**src/rtl/demux_n_reg.sv**
```systemverilog
// One-to-N demultiplexer with a one-entry register per output channel, fixed or round-robin steering.
// Optional DEMUX_ZERO_IDLE_EN: drive idle channels' out_data to zero instead of holding the last beat.
module demux_n_reg #(
  parameter int DATA_WIDTH = 256,
  parameter int NUM_OUTS   = 4,
  localparam int SEL_WIDTH = (NUM_OUTS > 2) ? $clog2(NUM_OUTS) : 1
) (
  input  logic                           clk,
  input  logic                           rst,
  input  logic                           in_valid,
  output logic                           in_ready,
  input  logic [DATA_WIDTH-1:0]          in_data,
  input  logic [SEL_WIDTH-1:0]           in_sel,
  input  logic                           rr_mode,
  output logic [NUM_OUTS-1:0]            out_valid,
  input  logic [NUM_OUTS-1:0]            out_ready,
  output logic [NUM_OUTS*DATA_WIDTH-1:0] out_data,
  output logic                           err_sticky,
  input  logic                           err_clr
);

  logic [SEL_WIDTH-1:0]  rr_ptr;
  logic [SEL_WIDTH-1:0]  target;
  logic [NUM_OUTS-1:0]   full;
  logic [NUM_OUTS-1:0]   hit;
  logic [NUM_OUTS-1:0]   load;
  logic [DATA_WIDTH-1:0] data [NUM_OUTS];
  logic                  bad_sel;
  logic                  accept;

  assign target  = rr_mode ? rr_ptr : in_sel;
  assign bad_sel = !rr_mode && (32'(in_sel) >= 32'(NUM_OUTS));

  genvar gi;
  generate
    for (gi = 0; gi < NUM_OUTS; gi++) begin : g_chan
      assign hit[gi] = (target == SEL_WIDTH'(gi));
`ifdef DEMUX_ZERO_IDLE_EN
      assign out_data[gi*DATA_WIDTH +: DATA_WIDTH] = data[gi] & {DATA_WIDTH{full[gi]}};
`else
      assign out_data[gi*DATA_WIDTH +: DATA_WIDTH] = data[gi];
`endif
    end
  endgenerate

  // A bad select has no matching channel, so it is always accepted and simply dropped.
  assign in_ready  = bad_sel | (|(hit & (~full | out_ready)));
  assign accept    = in_valid & in_ready;
  assign load      = hit & {NUM_OUTS{accept & ~bad_sel}};
  assign out_valid = full;

  always_ff @(posedge clk or posedge rst) begin
    if (rst) begin
      full <= '0;
      for (int k = 0; k < NUM_OUTS; k++) data[k] <= '0;
    end else begin
      // Loading wins over draining, which gives bubble-free pass-through.
      full <= load | (full & ~out_ready);
      for (int k = 0; k < NUM_OUTS; k++)
        if (load[k]) data[k] <= in_data;
    end
  end

  always_ff @(posedge clk or posedge rst) begin
    if (rst) begin
      rr_ptr <= '0;
    end else if (accept && rr_mode) begin
      rr_ptr <= (rr_ptr == SEL_WIDTH'(NUM_OUTS - 1)) ? '0 : rr_ptr + 1'b1;
    end
  end

  always_ff @(posedge clk or posedge rst) begin
    if (rst) begin
      err_sticky <= 1'b0;
    end else if (accept && bad_sel) begin
      err_sticky <= 1'b1;
    end else if (err_clr) begin
      err_sticky <= 1'b0;
    end
  end

endmodule

```
**config.mk**
```make
export PLATFORM = sky130hd
export DESIGN_NAME = demux_n_reg
export DESIGN_NICKNAME = d
export VERILOG_FILES = /design/src/rtl/demux_n_reg.sv
export SDC_FILE = /design/constraint.sdc
export NUM_CORES = 2
export LEC_CHECK = 0
export CAP_MARGIN = 15
export CORE_AREA = 2 2 510 512
export CTS_CLUSTER_DIAMETER = 120
export DETAILED_ROUTE_END_ITERATION = 7
export DIE_AREA = 0 0 512 514
export PLACE_DENSITY = 0.33
export SETUP_SLACK_MARGIN = 0.5
export SYNTH_ARGS = -nofsm -noshare
export SYNTH_HDL_FRONTEND = slang
export SYNTH_SLANG_ARGS = --single-unit
```
**constraint.sdc**
```tcl
create_clock -name clk -period 40.1 [get_ports clk]
set_input_delay 8.02 -clock clk [delete_from_list [all_inputs] [get_ports clk]]
set_output_delay 8.02 -clock clk [all_outputs]
set_load 0.1 [all_outputs]
```
After elaboration in Yosys (flattened, before gate mapping):

Index checks and enable logic that the tools add are counted.

* bits in registers: 1030
* bits of input ports: 267
* output and inout bits: 1030
* word-level logic and storage cells: 24

* add/subtract/negate cells: 1
* eq/ne operators: 4
* mux-type cells: 2
* bitwise operators: 8
* reduce and logical (&&, ||, !) cells: 3

Operators by type and width (count)
* $and A4 B4 Y4: 3
* $not A4 Y4: 2
* $or A4 B4 Y4: 2
* $eq A2 B2 Y1 const B: 3
* $mux W2: 2
* $reduce_or A4 Y1: 1
* $add A2 B1 Y2 const B: 1
* $eq A2 B1 Y1 const B: 1
* $logic_not A2 Y1: 1
* $and A1 B1 Y1: 1
* $logic_and A1 B1 Y1: 1

Depth between registers and ports, before layout:

* depth in word-level cells: 7
* mapped depth: 6
* depth with buffers taken out: 4

Worst setup path after synthesis:

Ideal clock, no wire load.

* path kind: input to output
* start point: input rr_mode
* end point: output in_ready
* data arrival time: 9.540 ns
* data required time: 32.080 ns
* slack: 22.540 ns
* stages: 3
* buffers on the path: 0
* path through: nor3b_1 > o21ai_1 > nand4_1

* cells in the longest elaborated chain, start to end: 4
* elaborated cells on any way between the ends: 7
* classes of those cells: eq/ne: 3; mux: 1; bitwise: 1; reduce/logical: 2

Ends and longest elaborated chain
* start, declared: line 14 `input logic rr_mode,`
* $mux W2 (*): line 31 `assign target = rr_mode ? rr_ptr : in_sel;`
* $eq A2 B1 Y1 (tied with other cells): line 37 `assign hit[gi] = (target == SEL_WIDTH'(gi));`
* $and A4 B4 Y4 (*): line 47 `assign in_ready = bad_sel | (|(hit & (~full | out_ready)));`
* $reduce_or A4 Y1 (*): line 47
* end, declared: line 11 `output logic in_ready,`

Every way passes the cells marked *; elsewhere a longest branch is shown, timed or not.

Worst setup path after layout:

Ends and elaborated chain as after synthesis.

==> flow_summary_export.csv <==
group,metric,value,unit
timing,setup_tns,0,ps
timing,clock.fmax,0.0554,GHz
yosys,netlist_area,38300,sq um
floorplan,rows,187,
yosys,synth_top_area_share,67.3,%
yosys,synth_top_area_cell,"dfrtp_1",
yosys,yosysWarningCount,0,
critical_path,r2r_start,"rr_ptr[0]",
critical_path,start_kind,"input pin",
timing,finalCriticalPeriod,18040,ps
layout,fillerInstances,27100,
run_status,status,"complete, no violations",
clock_tree,clkSinkCount,1030,
worst_hold_path,hold_path.class,"flop to flop",
layout,stdcell_count,7101,
yosys,yosysUniqueCellTypes,22,
yosys,ys_top_cells_by_area,"dfrtp_1, mux2_1, mux2_2, buf_4, buf_2",
critical_path,cp.required,32080,ps
clock_tree,post_cts_buffers,0,
yosys,ys_ff_latch,1030,
critical_path,r2r_slack,34840,ps
clock_tree,clockBufferDepth,3,
yosys,synthesis.nets,2472,
layout,layout.nets,3834,
drt,vias,24700,
layout,final_layout_size_suffix_gt1_share,12.9,%
grt,antenna_found_initial,52,
clock_tree,cts_tree,"done",
timing,hold_viol,0,
critical_path,critPathKind,"input pin to primary output",
clock_tree,cts-root-buf,"clkbuf_16",
worst_hold_path,worstHoldStart,"out_data[444]",
timing,hold-worst-slack,479,ps
yosys,avgSynthCellArea,17.4,sq um
timing,relSlewSlack,17.1,%
drt,drt_iter0_drc,834,
place,dpl.hpwl,135000,microns
floorplan,die_area,263000,sq um
timing,grt_setup_unrepaired,"false",
grt,grt_max_degree,131,
critical_path,ff2ff_path_depth,9,
clock_tree,clkSlewWorstSetupHoldPaths,50,ps
yosys,yosysSeqAreaShare,67.3,%
yosys,yosysMostFrequentCell,"dfrtp_1",
timing,tightest_slew,1240,ps
place,portBuffers,1294,
timing,setup_viol,0,
floorplan,design.portCount,1297,
grt,grt_pass1_vias,26800,
grt,grt-ovfl-total,0,
place,dp_cells,6825,
timing,timing.final.crit_share,45.0,%
drt,dr.pass1.iters,4,
clock_tree,cts_buffers,141,
worst_hold_path,whs_endpoint,"out_data[444]",
timing,fin_worst_skew,29.3,ps
yosys,synthCells,2204,
floorplan,die_h,514,microns
clock_tree,h-tree-depth,4,
yosys,yosys-top-cells-count,"dfrtp_1, mux2_1, mux2_2",
floorplan,die_w,512,microns
grt,grt_pass1_wl,244000,microns
yosys,synthArstFlopShare,100,%
timing,final_max_slew_viol_count,0,
floorplan,start_util,14.8,%
critical_path,rr_endpoint,"out_data[254]",
yosys,synth-edff-count,0,
job,drv_cap,0,
drt,wl_per_cell,25.4,microns
place,place.gp.congestion,0.758,
yosys,synth_ff_type,"dfrtp_1",
clock_tree,post_cts_resized,0,
clock_tree,insertion_delay,790,ps
critical_path,startpoint,"rr_mode",
clock_tree,holdBufCountCts,0,
drt,antenna_left,0,
critical_path,endpoint_kind,"primary output",
layout,syn_to_final_growth,56.3,%
critical_path,critical_path_arrival,10020,ps
floorplan,coreArea,258000,sq um
worst_hold_path,holdPathStages,1,
drt,wl,180000,microns
drt,via_per_inst,3.48,
grt,grtUsageTotal,13.4,%
critical_path,critical_path.max_fanout,9,
drt,drc,0,
==> placed cells by master (no fill, tap or decap), types with 8 or more instances in the layout <==
cell type           n
clkdlybuf4s50_1  1249
dfrtp_1          1030
mux2_1            854
mux2_2            172
clkbuf_16         142
buf_4              79
clkbuf_1           40
clkbuf_8           30
diode_2            23
clkinv_2           16
clkinv_16           8
==> flip-flops by register name, summed over array words and instances, names as in the netlist <==
register,count
out_data,1024
out_valid,4
rr_ptr,2
==> layout make-up <==
cell class | count | area (sq um) | area share, %
clock inverter | 41 | 652 | 1.09
tap | 3402 | 4260 | 7.11
multi-input combinational | 1059 | 11900 | 19.8
clock buffer | 212 | 4120 | 6.87
antenna | 23 | 57.6 | 0.0961
timing repair buffer | 1332 | 13200 | 22.0
inverter | 2 | 15.0 | 0.0251
sequential | 1030 | 25800 | 43.0
==> cell families (layout without fill, tap and decap cells) <==
family / count (synthesis) / count (layout) / synth area share (%)
compound gates: 14 / 14 / 0.349
simple gates: 17 / 17 / 0.271
buf+inv: 115 / 1587 / 1.93
fa+ha+maj: 1 / 1 / 0.0326
other cells: 1 / 24 / 0.00979
flops: 1030 / 1030 / 67.3
mux: 1026 / 1026 / 30.1
==> through the flow <==
step | setup slack, ps | utilization [%] | cell area [sq um]
after floorplan | 3090 | - | 38300
after global placement | 22030 | 21.3 | 55100
after detailed placement | 22030 | 21.3 | 55100
after CTS | 22020 | 23.2 | 59800
after global routing | 21950 | 23.2 | 59900
final | 22060 | 23.2 | 59900
==> worst max-delay path by stage <==
| stage | endpoint | slack [ps] |
|---|---|---|
| after global placement | in_ready | 22030 |
| after CTS | in_ready | 22020 |
| after detailed placement | in_ready | 22030 |
| final | in_ready | 22060 |
| after floorplan | out_data[0] | 3090 |
| after global routing | in_ready | 21950 |
==> worst max-delay path: stages <==
cell             delay (ps)
clkdlybuf4s50_1         530
nor3b_1                 210
o21ai_1                 700
nand4_1                 220
buf_4                   290
==> layer usage <==
metal | routed length [microns] | GRT usage (%) | vias up | part of all wire (%)
met3 | 20400 | 6.97 | 272 | 11
met2 | 83800 | 21.5 | 1017 | 47
met4 | 6230 | 5.01 | 22 | 3.5
met5 | 132 | 0 | - | 0.073
met1 | 69500 | 15.0 | 12800 | 39
li1 | - | - | 10600 | -
Power is left out: the tool's default activity adds up to more than one toggle a clock period on the data nets, which glitch-free logic cannot reach.
